## src/rtl/onehot_priority_serializer_if.sv

```systemverilog
// Handshake bundle for onehot_priority_serializer: a request vector goes in,
// and one set-bit index comes out per output beat.
interface onehot_priority_serializer_if #(
  parameter int unsigned WIDTH = 8
);
  localparam int unsigned IDX_W = $clog2(WIDTH);

  logic             in_valid;
  logic             in_ready;
  logic [WIDTH-1:0] in_vec;
  logic             out_valid;
  logic             out_ready;
  logic [IDX_W-1:0] out_idx;
  logic             out_last;
  logic             busy;

  modport master (
    output in_valid, in_vec, out_ready,
    input  in_ready, out_valid, out_idx, out_last, busy
  );

  modport slave (
    input  in_valid, in_vec, out_ready,
    output in_ready, out_valid, out_idx, out_last, busy
  );
endinterface

```

## src/rtl/onehot_priority_serializer.sv

```systemverilog
// Serializes every set bit of a request vector into one index per handshake,
// in priority order. Optional one-hot checker (vec_err) under `ONEHOT_CHECK_EN.
module onehot_priority_serializer #(
  parameter int unsigned WIDTH     = 8,
  parameter bit          LSB_FIRST = 1'b1
) (
  input  logic                         clk,
  input  logic                         rst_n,
  onehot_priority_serializer_if.slave  bus
`ifdef ONEHOT_CHECK_EN
  ,
  output logic                         vec_err
`endif
);
  localparam int unsigned IDX_W = $clog2(WIDTH);

  localparam logic [0:0] IDLE  = 1'b0;
  localparam logic [0:0] DRAIN = 1'b1;

  logic [0:0]       state_q, state_d;
  logic [WIDTH-1:0] pend_q, pend_d;
  logic [WIDTH-1:0] clr_mask;
  logic [IDX_W-1:0] sel;
  logic             drain;
  logic             last;
  logic             out_hs;
  logic             in_rdy;
  logic             accept;

  // Scan from the low-priority end so the highest-priority set bit wins.
  always_comb begin
    sel = '0;
    for (int unsigned i = 0; i < WIDTH; i++) begin
      if (LSB_FIRST) begin
        if (pend_q[WIDTH-1-i]) sel = IDX_W'(WIDTH-1-i);
      end else begin
        if (pend_q[i]) sel = IDX_W'(i);
      end
    end
  end

  assign drain    = (state_q == DRAIN);
  assign last     = drain && $onehot(pend_q);
  assign out_hs   = drain && bus.out_ready;
  assign in_rdy   = !drain || (bus.out_ready && last);
  assign accept   = bus.in_valid && in_rdy;
  assign clr_mask = WIDTH'(1) << sel;

  assign bus.in_ready  = in_rdy;
  assign bus.out_valid = drain;
  assign bus.out_idx   = drain ? sel : '0;
  assign bus.out_last  = last;
  assign bus.busy      = drain;

  // An accept on the last-index beat overrides the clear, giving zero-bubble hand-over.
  always_comb begin
    pend_d  = pend_q;
    state_d = state_q;
    if (out_hs) begin
      pend_d = pend_q & ~clr_mask;
      if (last) state_d = IDLE;
    end
    if (accept) begin
      pend_d  = bus.in_vec;
      state_d = (|bus.in_vec) ? DRAIN : IDLE;
    end
  end

  always_ff @(posedge clk or negedge rst_n) begin
    if (!rst_n) begin
      state_q <= IDLE;
      pend_q  <= '0;
    end else begin
      state_q <= state_d;
      pend_q  <= pend_d;
    end
  end

`ifdef ONEHOT_CHECK_EN
  logic err_q;

  always_ff @(posedge clk or negedge rst_n) begin
    if (!rst_n) err_q <= 1'b0;
    else        err_q <= accept && !$onehot(bus.in_vec);
  end

  assign vec_err = err_q;
`endif
endmodule

```

## src/flat_wrapper.sv

```systemverilog
// flat-port wrapper written by rule: the top's interface ports become plain ports
module onehot_priority_serializer_flat 
#(
  parameter int unsigned WIDTH     = 8,
  parameter bit          LSB_FIRST = 1'b1
)
  (clk, rst_n, bus_in_valid, bus_in_vec, bus_out_ready, bus_in_ready, bus_out_valid, bus_out_idx, bus_out_last, bus_busy);
  onehot_priority_serializer_if #(.WIDTH(WIDTH)) bus_i ();
  input  logic clk;
  input  logic rst_n;
  input wire logic [$bits(bus_i.in_valid)-1:0] bus_in_valid;
  input wire logic [$bits(bus_i.in_vec)-1:0] bus_in_vec;
  input wire logic [$bits(bus_i.out_ready)-1:0] bus_out_ready;
  output wire logic [$bits(bus_i.in_ready)-1:0] bus_in_ready;
  output wire logic [$bits(bus_i.out_valid)-1:0] bus_out_valid;
  output wire logic [$bits(bus_i.out_idx)-1:0] bus_out_idx;
  output wire logic [$bits(bus_i.out_last)-1:0] bus_out_last;
  output wire logic [$bits(bus_i.busy)-1:0] bus_busy;
  assign bus_i.in_valid = bus_in_valid;
  assign bus_i.in_vec = bus_in_vec;
  assign bus_i.out_ready = bus_out_ready;
  assign bus_in_ready = bus_i.in_ready;
  assign bus_out_valid = bus_i.out_valid;
  assign bus_out_idx = bus_i.out_idx;
  assign bus_out_last = bus_i.out_last;
  assign bus_busy = bus_i.busy;
  onehot_priority_serializer #(.WIDTH(WIDTH), .LSB_FIRST(LSB_FIRST)) u_core (.clk(clk), .rst_n(rst_n), .bus(bus_i));
endmodule
```

## config.mk

```make
export PLATFORM = sky130hd
export DESIGN_NAME = onehot_priority_serializer_flat
export DESIGN_NICKNAME = d
export VERILOG_FILES = /design/src/rtl/onehot_priority_serializer_if.sv /design/src/rtl/onehot_priority_serializer.sv /design/src/flat_wrapper.sv
export SDC_FILE = /design/constraint.sdc
export NUM_CORES = 1
export LEC_CHECK = 0
export CAP_MARGIN = 20
export CORE_ASPECT_RATIO = 1.2
export CORE_MARGIN = 8
export CORE_UTILIZATION = 35
export DETAILED_ROUTE_END_ITERATION = 16
export SYNTH_ARGS = -nofsm -noshare
export SYNTH_HDL_FRONTEND = slang
export SYNTH_SLANG_ARGS = --single-unit
```

## constraint.sdc

```tcl
create_clock -name clk -period 4 [get_ports clk]
set_clock_uncertainty 0.2 [all_clocks]
set_input_delay 0.6 -clock clk [delete_from_list [all_inputs] [get_ports clk]]
set_output_delay 0.6 -clock clk [all_outputs]
set_load 0.02 [all_outputs]
```

Yosys cells after proc, flatten, opt, wreduce, memory -nomap -nowiden
Cells that the tools add are included.

Register bits after elaboration: 9. Latch bits: 0. Bits in writable memories: 0. ROM bits: 0. Input port bits: 12. Logic and storage cells: 38. Memories kept: 0.

Add/subtract/negate cells: 7. Multipliers: 0. Div/mod/pow operators: 0. Order comparisons: 0. Equality and inequality tests: 1. Shift operators: 1. Multiplexer cells: 15. Bitwise logic cells: 2. Reduce and logical (&&, ||, !) cells: 10.

Operators with widths (number): $mux 3 (9); $mux 8 (2); $add 4x4->4 (3); $add 1x1->2 (4); $and 8x8->8 (1); $not 8->8 (1); $reduce_or 8->1 (1); $shl 1x3->8 const A (1); $eq 4x1->1 const B (1); $logic_and 1x1->1 (4); $mux 1 (4); $reduce_bool 2->1 (2); $reduce_and 2->1 (1); $logic_not 1->1 (1); $logic_or 1x1->1 (1).

Logic depth before layout (Yosys ltp)
Gate-level depths: netlist (run 1).

Depth after elaboration: 13. Depth in mapped cells: 12.

Worst setup path before layout (run 1)
Ideal clock, no wire load.

Path kind: register -> output. Start: reg u_core.pend_q[7]. End: out bus_in_ready. Arrival: 3.174 ns. Slack: 0.026 ns. Cell stages (with the launch flop): 11. Cells stage by stage: dfrtp_1 ha_1 fa_1 inv_1 fa_1 inv_1 ha_1 fa_1 nor4b_1 nand2_1 nand2_1.

Longest elaborated chain between the ends: 7.

Ends and longest elaborated chain: start, declared (line onehot_priority_serializer.sv:21) `logic [WIDTH-1:0] pend_q, pend_d;`; start signal, assigned (line onehot_priority_serializer.sv:75) `pend_q <= pend_d;`; $add 1x1->2 (implied by the code) (line onehot_priority_serializer.sv:43) `assign last = drain && $onehot(pend_q);`; $add 4x4->4 (implied by the code) (2 in series) (line onehot_priority_serializer.sv:43); $eq 4x1->1 (line onehot_priority_serializer.sv:43); $logic_and 1x1->1 (line onehot_priority_serializer.sv:43); $logic_and 1x1->1 (line onehot_priority_serializer.sv:45) `assign in_rdy = !drain || (bus.out_ready && last);`; $logic_or 1x1->1 (line onehot_priority_serializer.sv:45); end, declared (line flat_wrapper.sv:14) `output wire logic [$bits(bus_i.in_ready)-1:0] bus_in_ready;`.

Every way passes these cells.

Worst setup path after layout (run 1)
Start: reg u_core.pend_q[6]. End: out bus_in_ready.

The elaborated chain is that of the path after synthesis.

==> impl_metrics.tcl, run 1 <==
set metrics [dict create \
    clock.fmax_mhz 246 \
    fin_crit_ns 4.06 \
    place_worst_setup_slack_ns -0.422 \
    fin_nets 159 \
    netlist_instances 100 \
    place_area_um2 1200 \
    antenna_found_initial 0 \
    hold_path_class "input pin to async pin" \
    start_kind "register" \
    maxSlewHeadroom_pct 68.4 \
    drive_above_1_share_pct 32.1 \
    grt_max_degree 11 \
    htreeDepth 1 \
    synthDistinctLibCells 38 \
    antenna_left 0 \
    dp_hpwl_um 1920 \
    dieArea_um2 4530 \
    final_common_cell "inv_1" \
    numCtsBuffers 3 \
    routed-via-count 864 \
    die_x_um 62.8 \
    finalWorstSetupSlack_ns -0.0636 \
    grt_setup_unrepaired "yes" \
    syn-cell-area_um2 920 \
    pin_count 19 \
    ys_seq_area_share_pct 24.5 \
    maxCapViolCount 0 \
    timing.final.crit_share_pct 102 \
    violations "setup timing" \
    drc 0 \
    antenna_cells 0 \
    final_cell_mix "inv_1, buf_4, clkdlybuf4s50_1, dfrtp_1, ha_1" \
    setup_viol 2 \
    cts_root_buf "clkbuf_4" \
    tightest_slew_ns 0.462 \
    drt-pass1-iter-count 4 \
    fin_cells 167 \
    drtIter0Drc 13 \
    dp.cells 157 \
    first_global_vias 951 \
    path_max_fanout 3 \
    synth-edff-count 0 \
    gp_congestion 0.784 \
    finalHoldViolCount 0 \
    die_h_um 72.2 \
    wl_per_cell_um 14.6 \
    syn_area_per_cell_um2 9.20 \
    clock_latency_ns 0.26 \
    fin_area_um2 1310 \
    timing.hold.ws_ns 0.452 \
    criticalPathCategory "register to output pin" \
    cp.required_ns 3.20 \
    area_growth_pct 42.3 \
    synthFlopType "dfrtp_1" \
    clock_path_buffers 2 \
    clkSlewWorstSetupHoldPaths_ns 0.07 \
    syn_nets 124 \
    fp.coreArea_um2 2530 \
    drv_slew 0 \
    worstPathArrival_ns 3.26 \
    grt_pass1_wl_um 4110 \
    cp-end-kind "output pin" \
    port_buffers 18 \
    finalWirelength_um 2440 \
    status "finished, violations left" \
    synth-warning-count 0 \
    ys_ff_latch 9 \
    rows 20 \
    grt_overflow 0 \
    cts_tree "built" \
    cts.sinks 9 \
    track_usage_pct 11.2 \
    start_util_pct 36.4 \
    async_flop_share_pct 100 \
    vias_per_cell 5.17 \
]
==> sequential cells by signal, summed over array words and instances (netlist names) <==
register         cells
u_core.bus.busy      1
u_core.pend_q        8
==> kinds of logic (layout without fill, tap and decap cells) <==
kind of cell             count (synthesis)  after routing  share of synthesized area, %
AO/OA/AOI/OAI                           27             27                          24.9
buffers and inverters                   25             59                          11.6
AND/OR/NAND/NOR                         23             23                          14.6
adder cells (fa/ha/maj)                 12             12                          19.6
flip-flops                               9              9                          24.5
multiplexers                             4              4                          4.90
==> cells in the mapped netlist, types with 2 or more instances <==
cell      count  area (um^2)
nand3_1       4         20.0
o21ai_0       2         10.0
o211ai_1      4         30.0
or3b_2        2         17.5
a32oi_1       2         17.5
fa_1          4         80.1
inv_1        19         71.3
ha_1          8          100
dfrtp_1       9          225
o22a_2        4         40.0
nor2_1        3         11.3
nand2_1       5         18.8
nor4_1        2         12.5
clkbuf_1      3         11.3
and2_1        2         12.5
a21oi_1       2         10.0
a22oi_1       2         15.0
mux2i_1       3         30.0
==> stage by stage <==
step | setup TNS [ns] | utilization [%]
final | -0.116 | 51.8
after floorplan | 0 | -
after CTS | -0.273 | 50.2
after global routing | -0.449 | 51.8
after global placement | -0.801 | 47.3
after detailed placement | -0.812 | 47.3
==> layout make-up <==
class / count / area [um^2]
timing repair buffer: 36 / 322
sequential: 9 / 225
inverter: 19 / 71.3
tap: 33 / 41.3
multi-input combinational: 66 / 623
clock buffer: 4 / 26.3
fill: 240 / 1220
==> critical path, stage by stage (launching register included) <==
cell and delay [ns]:
dfrtp_1 0.40, ha_2 0.20, fa_1 0.54, inv_1 0.05, fa_1 0.47, inv_1 0.04, ha_2 0.16, fa_2 0.46
nor4b_4 0.24, buf_4 0.17, nand2_2 0.06, nand2_2 0.08, buf_6 0.11
==> metal layers <==
layer | vias up | GRT usage, % | part of all wire (%)
met3 | 4 | 2.47 | 3.5
met1 | 410 | 12.4 | 43
met5 | - | 0 | 0
met2 | 24 | 20.5 | 52
li1 | 426 | - | -
met4 | 0 | 4.06 | 1.1
==> path summary, 6_finish.rpt <==
kind	endpoint	startpoint	cells past startpoint	slack, ns
worst max-delay path	bus_in_ready	u_core.pend_q[6]	12	-0.06
worst min-delay path	u_core.bus.busy	rst_n	1	0.45
worst max register to register	u_core.pend_q[2]	u_core.pend_q[6]	12	0.06
min in group clk	u_core.pend_q[0]	u_core.pend_q[0]	3	0.46
max in group asynchronous	u_core.pend_q[2]	rst_n	1	2.83
worst min register to register	u_core.pend_q[0]	u_core.pend_q[0]	3	0.46
==> timing repair <==
item | 4_1_cts | 5_1_grt
hold endpoints to repair | 0 | 0
pin swaps | 7 | 7
setup endpoints to repair | 2 | 4
gates resized for setup | 19 | 4
hold buffers | 0 | 0
buffers inserted | 3 | 3
Power of run 1 is not shown: default switching activity piles up to over one toggle a cycle in this logic, so the estimate is an artifact.
==> run 2: changes to the inputs <==
Settings changed: GPL_TIMING_DRIVEN set to 0.
==> run 2 against run 1 <==
- the run still ends with setup timing left
- global-route usage decreased by 0.20 points
- first-iteration DRC count increased by 46%
- maximum frequency increased by 0.55%
- worst setup slack improved by 0.022 ns
- final cell count decreased by 3.0%
- final area decreased by 1.4%
==> impl_metrics.tcl, run 2 (synthesis results as in run 1) <==
set metrics [dict create \
    area_growth_pct 40.3 \
    status "finished, violations left" \
    criticalPathCategory "register to output pin" \
    fp.coreArea_um2 2530 \
    antenna_found_initial 0 \
    cpPeakStageDelay_ns 0.53 \
    finalWirelength_um 2400 \
    cp-end-kind "output pin" \
    antenna_left 0 \
    finalHoldViolCount 0 \
    finalWorstSetupSlack_ns -0.0412 \
    place_worst_setup_slack_ns -0.939 \
    violations "setup timing" \
    gp_congestion 0.749 \
    r2r_cells 11 \
    drt-pass1-iter-count 4 \
    setup_viol 2 \
    grt_overflow 0 \
    grt_setup_unrepaired "yes" \
    grt_pass1_wl_um 4130 \
    rows 20 \
    clock_path_buffers 2 \
    htreeDepth 1 \
    pin_count 19 \
    largest_reg_flops 8 \
    antenna_cells 0 \
    die_x_um 62.8 \
    hold_path_class "input pin to async pin" \
    place_area_um2 1120 \
    clock_latency_ns 0.27 \
    drc 0 \
    crit_chain "ha_4, fa_1, inv_1, fa_1, inv_1, ha_2, fa_2, nor4b_4, buf_4, nand2_2, nand2_2, buf_6" \
    cts_tree "built" \
    rr_endpoint "u_core.pend_q[2]" \
    r2r_start "u_core.pend_q[3]" \
    path_max_fanout 4 \
    drv_slew 0 \
    final_cell_mix "inv_1, clkdlybuf4s50_1, buf_4, dfrtp_1" \
    dieArea_um2 4530 \
    routed-via-count 861 \
    grt_max_degree 11 \
    r2r_setup_slack_ns 0.19 \
    maxSlewHeadroom_pct 69.9 \
    clock.fmax_mhz 247 \
    timing.final.crit_share_pct 101 \
    die_h_um 72.2 \
    fin_crit_ns 4.04 \
    clkSlewWorstSetupHoldPaths_ns 0.06 \
    cts.sinks 9 \
    wl_per_cell_um 14.8 \
    first_global_vias 912 \
    drtIter0Drc 19 \
    track_usage_pct 11.0 \
    cts_root_buf "clkbuf_4" \
    drive_above_1_share_pct 33.3 \
    largest_register "u_core.pend_q" \
    port_buffers 16 \
    tightest_slew_ns 0.450 \
    worstPathArrival_ns 3.24 \
    start_kind "register" \
    maxCapViolCount 0 \
    fin_nets 154 \
    final_common_cell "inv_1" \
    start_util_pct 36.4 \
    numCtsBuffers 3 \
    cp_slowest_cell "fa_1" \
    dp_hpwl_um 1820 \
    cp.required_ns 3.20 \
    fin_area_um2 1290 \
    vias_per_cell 5.31 \
]
-- run 2: through the flow --
stage | TNS, ns | hold WS [ns] | cells | util (%)
floorplan | 0 | 0.104 | 100 | -
global placement | -1.77 | 0.387 | 149 | 44.4
detailed placement | -1.88 | 0.421 | 149 | 44.4
CTS | -0.340 | 0.463 | 161 | 49.8
global route | -0.276 | 0.473 | 162 | 51.0
finish | -0.0739 | 0.443 | 162 | 51.0
-- run 2: area by class of cell --
type                       count  area, um^2
buffer                         6        35.0
clock buffer                   4        26.3
fill                         235        1240
inverter                      19        71.3
multi-input combinational     66         658
sequential                     9         228
tap                           33        41.3
timing repair buffer          25         230
-- run 2: routing by layer --
layer	share of wire [%]	vias up	global-route usage [%]
met1	46	406	13.1
li1	-	418	-
met4	0.79	0	2.28
met3	5.2	4	2.77
met5	0	-	0
met2	48	33	19.5
-- run 2: repair_timing --
item / in CTS / in global routing
pin swaps: 8 / 4
resized for setup: 25 / 5
hold buffers: 0 / 0
setup endpoints to repair: 7 / 3
setup buffers: 8 / 1
cloned: 0 / 0
-- run 2: how the worst max path moves through the flow --
stage / from / end / slack, ns / cells past startpoint
6_report: u_core.pend_q[3] / bus_in_ready / -0.04 / 12
5_1_grt: u_core.pend_q[3] / bus_in_ready / -0.15 / 12
3_5_place_dp: u_core.pend_q[6] / bus_in_ready / -0.94 / 11
2_1_floorplan: u_core.pend_q[7] / bus_in_ready / 0.03 / 10
3_3_place_gp: u_core.pend_q[4] / bus_in_ready / -0.90 / 11
4_1_cts: u_core.pend_q[3] / bus_in_ready / -0.17 / 12
-- run 2: critical path, delay by kind of cell (launching register included) --
family                     cells  cell delay, ns
adders and majority gates      5            1.78
DFF                            1            0.43
and+or+nand+nor                3            0.37
buffers and inverters          4            0.40
Power of run 2 is left out for the same reason.
